## src/rtl/hmmm_loader.sv

```systemverilog
// hmmm_loader: streams a host program into hmmm core memory, boots the core, then services its I/O bus.
// Optional HMMM_LOADER_CKSUM_EN builds a 16-bit additive checksum of the loaded words.
module hmmm_loader #(
  parameter int PROG_DEPTH = 256,
  parameter int ADDR_W = 8
) (
  input  logic              clk,
  input  logic              rst_n,
  input  logic              start,
  input  logic [ADDR_W:0]   len,
  input  logic              host_valid,
  input  logic [15:0]       host_data,
  output logic              host_ready,
  output logic              core_rst,
  output logic              pgrm_addr,
  output logic              pgrm_data,
  output logic [15:0]       bus_out,
  output logic              bus_oe,
  input  logic [15:0]       bus_in,
  input  logic              core_read,
  input  logic              core_write,
  input  logic              core_halt,
  input  logic              in_valid,
  input  logic [15:0]       in_data,
  output logic              in_ready,
  output logic              out_valid,
  output logic [15:0]       out_data,
  output logic              busy,
  output logic              done,
  output logic              underflow,
  output logic [15:0]       checksum
);
  typedef enum logic [2:0] {IDLE, WAIT, ADDR, DATA, BOOT, RUN, HALTED} state_t;
  localparam logic [ADDR_W:0] DEPTH = (ADDR_W+1)'(PROG_DEPTH);
  state_t state;
  logic [ADDR_W:0] addr, len_q, len_c, addr_nx;
  logic [15:0] word;
  logic idle_like, accept;
  assign idle_like = state == IDLE || state == HALTED;
  assign accept = state == WAIT && host_valid;
  assign len_c = len > DEPTH ? DEPTH : len;
  assign addr_nx = addr + 1'b1;
  always_ff @(posedge clk or negedge rst_n) begin
    if (!rst_n) begin
      state <= IDLE;
      addr <= '0;
      len_q <= '0;
      word <= '0;
      underflow <= 1'b0;
      out_valid <= 1'b0;
      out_data <= '0;
    end else begin
      out_valid <= 1'b0;
      case (state)
        IDLE, HALTED: if (start) begin
          len_q <= len_c;
          addr <= '0;
          underflow <= 1'b0;
          state <= len_c == '0 ? BOOT : WAIT;
        end
        WAIT: if (host_valid) begin
          word <= host_data;
          state <= ADDR;
        end
        ADDR: state <= DATA;
        DATA: begin
          addr <= addr_nx;
          state <= addr_nx == len_q ? BOOT : WAIT;
        end
        BOOT: state <= RUN;
        RUN: begin
          if (core_read && !in_valid) underflow <= 1'b1;
          if (core_write) begin
            out_data <= bus_in;
            out_valid <= 1'b1;
          end
          if (core_halt) state <= HALTED;
        end
        default: state <= IDLE;
      endcase
    end
  end
  // Read service is combinational so the core sees input data in the same cycle it asks.
  always_comb begin
    host_ready = state == WAIT;
    core_rst = state == IDLE || state == BOOT;
    pgrm_addr = state == ADDR;
    pgrm_data = state == DATA;
    bus_oe = state == ADDR || state == DATA || (state == RUN && core_read);
    bus_out = state == ADDR ? 16'(addr) :
              state == DATA ? word :
              state == RUN  ? (in_valid ? in_data : 16'h0000) : 16'h0000;
    in_ready = state == RUN && core_read && in_valid;
    busy = !idle_like;
    done = state == HALTED;
  end
`ifdef HMMM_LOADER_CKSUM_EN
  logic [15:0] sum;
  always_ff @(posedge clk or negedge rst_n) begin
    if (!rst_n) sum <= '0;
    else if (idle_like && start) sum <= '0;
    else if (accept) sum <= sum + host_data;
  end
  assign checksum = sum;
`else
  assign checksum = '0;
`endif
endmodule

```

## config.mk

```make
export PLATFORM = sky130hd
export DESIGN_NAME = hmmm_loader
export DESIGN_NICKNAME = d
export VERILOG_FILES = /design/src/rtl/hmmm_loader.sv
export SDC_FILE = /design/constraint.sdc
export NUM_CORES = 1
export LEC_CHECK = 0
export CORE_ASPECT_RATIO = 0.8
export CORE_MARGIN = 3
export CORE_UTILIZATION = 44
export CTS_BUF_LIST = sky130_fd_sc_hd__clkbuf_8 sky130_fd_sc_hd__clkbuf_16
export DETAILED_ROUTE_END_ITERATION = 8
export HOLD_SLACK_MARGIN = 0.08
export PLACE_DENSITY = 0.81
export SYNTH_ARGS = -nofsm -noshare
export SYNTH_HDL_FRONTEND = slang
export SYNTH_SLANG_ARGS = --single-unit
```

## constraint.sdc

```tcl
create_clock -name clk -period 2.5 [get_ports clk]
set_clock_uncertainty 0.15 [all_clocks]
set_input_delay 0.25 -clock clk [delete_from_list [all_inputs] [get_ports clk]]
set_output_delay 0.25 -clock clk [all_outputs]
set_load 0.05 [all_outputs]
```

==> flow_summary_export.csv <==
group,metric,value,unit
routing,detail-route-antenna-nets,0,
cells_and_area,diodes,0,
cells_and_area,final_cells,490,
pwr,combinationalPowerShare,51.0,%
clock_network,cts.sinks,55,
cells_and_area,final_nets,473,
clock_network,insertion_delay,0.31,ns
worst_setup_path,r2r_slack,0.28,ns
global_route,grtUsageTotal,21.8,%
pwr,power,3.78,mW
routing,drt-initial-drc-count,226,
clock_network,htree_num_levels,2,
yosys,ys_ff_latch,55,
worst_setup_path,critPathBufInv,2,
cells_and_area,fill_cells,527,
floorplanning,pin_count,123,
placed_design,dp_hpwl,6.53,mm
run,cap_violations,0,
sta,min_period,2.39,ns
sta,slew_viol_final,0,
yosys,synth-edff-count,0,
pwr,vdd_drop_max,0.000405,V
yosys,yosysUniqueCellTypes,56,
yosys,synthTopCellsByCount,"dfrtp_1, mux2_2, o21ai_0",
global_route,overflow,0,
min_path,min_path_type,"input port to async pin",
worst_setup_path,start_kind,"register",
pwr,p_leak,2.06,nW
sta,post-route-period-util,95.4,%
sta,max-slew-margin-rel,64.5,%
yosys,synthCells,293,
placed_design,dpl_cell_area,0.00444,mm2
worst_setup_path,path_cells,"buf_4 -> nand2b_1 -> nor2_1 -> clkdlybuf4s50_1",
yosys,yosysMostFrequentCell,"dfrtp_1",
yosys,synth_area_leader_cell,"dfrtp_1",
clock_network,cts.path.max_buffers,2,
sta,final_hold_viol_count,0,
routing,via_per_inst,5.39,
global_route,grt_pass1_vias,2756,
yosys,ys_seq_area_share,43.9,%
worst_setup_path,cp.arrival,1.99,ns
pwr,p_sw_share,41.1,%
clock_network,clk_pin_slew,0.10,ns
routing,drc_errors,0,
yosys,synth-adder-area-share,1.20,%
routing,post_drt_wl_per_cell,17.2,um
yosys,synth-compound-area-share,14.8,%
pwr,p_clk_share,13.1,%
status,status,"complete, no violations",
yosys,synthXorXnorAreaFrac,4.08,%
yosys,synth_top_family_by_area,"compound AO/OA/AOI/OAI gates",
floorplanning,die_x,100,um
sta,hold_ws,0.188,ns
worst_setup_path,crit_type,"register to primary output",
placed_design,pre_cts_ws,0.114,ns
cells_and_area,fin_util,68.6,%
sta,report.final.setup_viol,0,
worst_setup_path,crit_required,2.10,ns
placed_design,dpl.cell_count,479,
clock_network,numCtsBuffers,5,
floorplanning,die-area,0.00817,mm2
worst_setup_path,cp_max_fo,8,
pwr,pwr-share-seq,35.9,%
placed_design,io_buffers,106,
routing,num_vias,2640,
routing,drt_wl_total,8.44,mm
pwr,power_switching,1.55,mW
worst_setup_path,end_kind,"primary output",
floorplanning,rows,26,
sta,rsz0062_at_grt,"false",
yosys,netlist.area_leader.share,43.9,%
worst_setup_path,cp_top_family,"buffers and inverters",
routing,firstDrtPassIters,6,
placed_design,gp_congestion,0.810,
sta,finalSetupTns,0,ns
global_route,antenna_found_initial,0,
yosys,ys_warn_count,0,
clock_network,cts_root_buf,"clkbuf_8",
global_route,grt_max_degree,24,
cells_and_area,drive_above_1_share,23.4,%
yosys,synthFlopType,"dfrtp_1",
yosys,avgSynthCellArea,10.7,um2
sta,setup_slack,0.114,ns
floorplanning,die_y,81.5,um
pwr,internal_power,2.23,mW
worst_setup_path,cpMaxStageDelayCell,"clkdlybuf4s50_1",
sta,max_freq,419,MHz
yosys,syn-cell-area,0.00313,mm2
cells_and_area,final_area,0.00455,mm2
clock_network,cts_tree,"done",
floorplanning,core-area,0.00664,mm2
sta,tightest_slew,0.530,ns
yosys,synth-simple-area-share,14.1,%
yosys,synthMuxAreaShare,12.5,%
cells_and_area,area_delta_synth_final,45.3,%
global_route,grt_pass1_wl,13.8,mm
yosys,async_flop_share,100,%
worst_setup_path,slowest_delay,0.80,ns
floorplanning,start_util,47.2,%
yosys,yosys-top-cells-area,"dfrtp_1, mux2_2, buf_4",
pwr,powerDensity,831,mW/mm2
## path summary, 6_finish.rpt
check / startpoint / end / cells past startpoint
worst max-delay path: state[1]$_DFFE_PN0P_ / host_ready / 4
worst max register to register: addr[2]$_DFFE_PN0P_ / state[2]$_DFFE_PN0P_ / 5
worst min-delay path: rst_n / out_data[13]$_DFFE_PN0P_ / 2
worst min register to register: out_data[14]$_DFFE_PN0P_ / out_data[14]$_DFFE_PN0P_ / 1
max in group asynchronous: rst_n / state[1]$_DFFE_PN0P_ / 3
min in group clk: out_data[14]$_DFFE_PN0P_ / out_data[14]$_DFFE_PN0P_ / 1
## power by group through the flow
stage               registers (mW)  logic [mW]  clock network (mW)
finish                        1.36        1.93               0.494
global route                  1.39        2.08               0.546
CTS                           1.35        1.92               0.507
floorplan                     1.44        1.15                   0
global placement              1.35        1.88                   0
detailed placement            1.37        1.92                   0
## registers in the layout, summed over array words and instances (netlist names)
register / cells
state: 3
out_data: 16
addr: 9
len_q: 9
out_valid: 1
underflow: 1
word: 16
## routing by layer
layer	GRT usage [%]	wire length [um]
met1	26.5	3460
met2	39.0	4250
met3	6.71	661
met4	3.36	67
met5	0	0
## worst reg2reg max path, cell delays in order (launching register included)
cell,delay (ns)
dfrtp_1,0.57
nand3_4,0.20
xnor2_1,0.22
nand3_1,0.13
or4b_4,0.55
o311ai_2,0.29
## placed cells by master, fill, tap and decap left out, drive strengths merged, types with 2 or more instances in the layout
| cell | instances |
|---|---|
| a21o | 2 |
| a21oi | 5 |
| a222oi | 9 |
| a22o | 7 |
| a32o | 2 |
| and2 | 2 |
| and3 | 5 |
| and4 | 2 |
| buf | 37 |
| clkbuf | 5 |
| clkdlybuf4s50 | 84 |
| clkinv | 3 |
| conb | 16 |
| dfrtp | 55 |
| ha | 3 |
| inv | 22 |
| mux2 | 34 |
| nand2 | 15 |
| nand2b | 3 |
| nand3 | 4 |
| nand3b | 9 |
| nor2 | 16 |
| nor2b | 3 |
| o21ai | 24 |
| o31ai | 2 |
| o41ai | 2 |
| or3 | 2 |
| xnor2 | 8 |
| xor2 | 4 |
## layout make-up
cell class | instances | area (um2) | share of cell area [%]
Clock buffer | 5 | 68.8 | 1.51
Multi-Input combinational cell | 199 | 1530 | 33.5
Sequential cell | 55 | 1380 | 30.3
Tap cell | 84 | 105 | 2.31
Clock inverter | 3 | 15.0 | 0.330
Inverter | 22 | 82.6 | 1.81
Timing Repair Buffer | 122 | 1380 | 30.2
## cell families (layout without fill, tap and decap cells)
kind of cell / count (synthesis) / count (layout)
simple gates: 69 / 69
compound gates: 63 / 63
flops: 55 / 55
buf+inv: 54 / 152
mux: 35 / 35
xor+xnor: 13 / 13
fa+ha+maj: 3 / 3
other cells: 1 / 16
## timing repair
action / 4_1_cts / 5_1_grt
gates resized for setup: 0 / 3
endpoints found under the hold margin: 55 / 0
hold buffers: 1 / 0
buffers inserted: 0 / 2
setup endpoints to repair: 0 / 14
No activity file was read; power rests on OpenSTA's default activity.
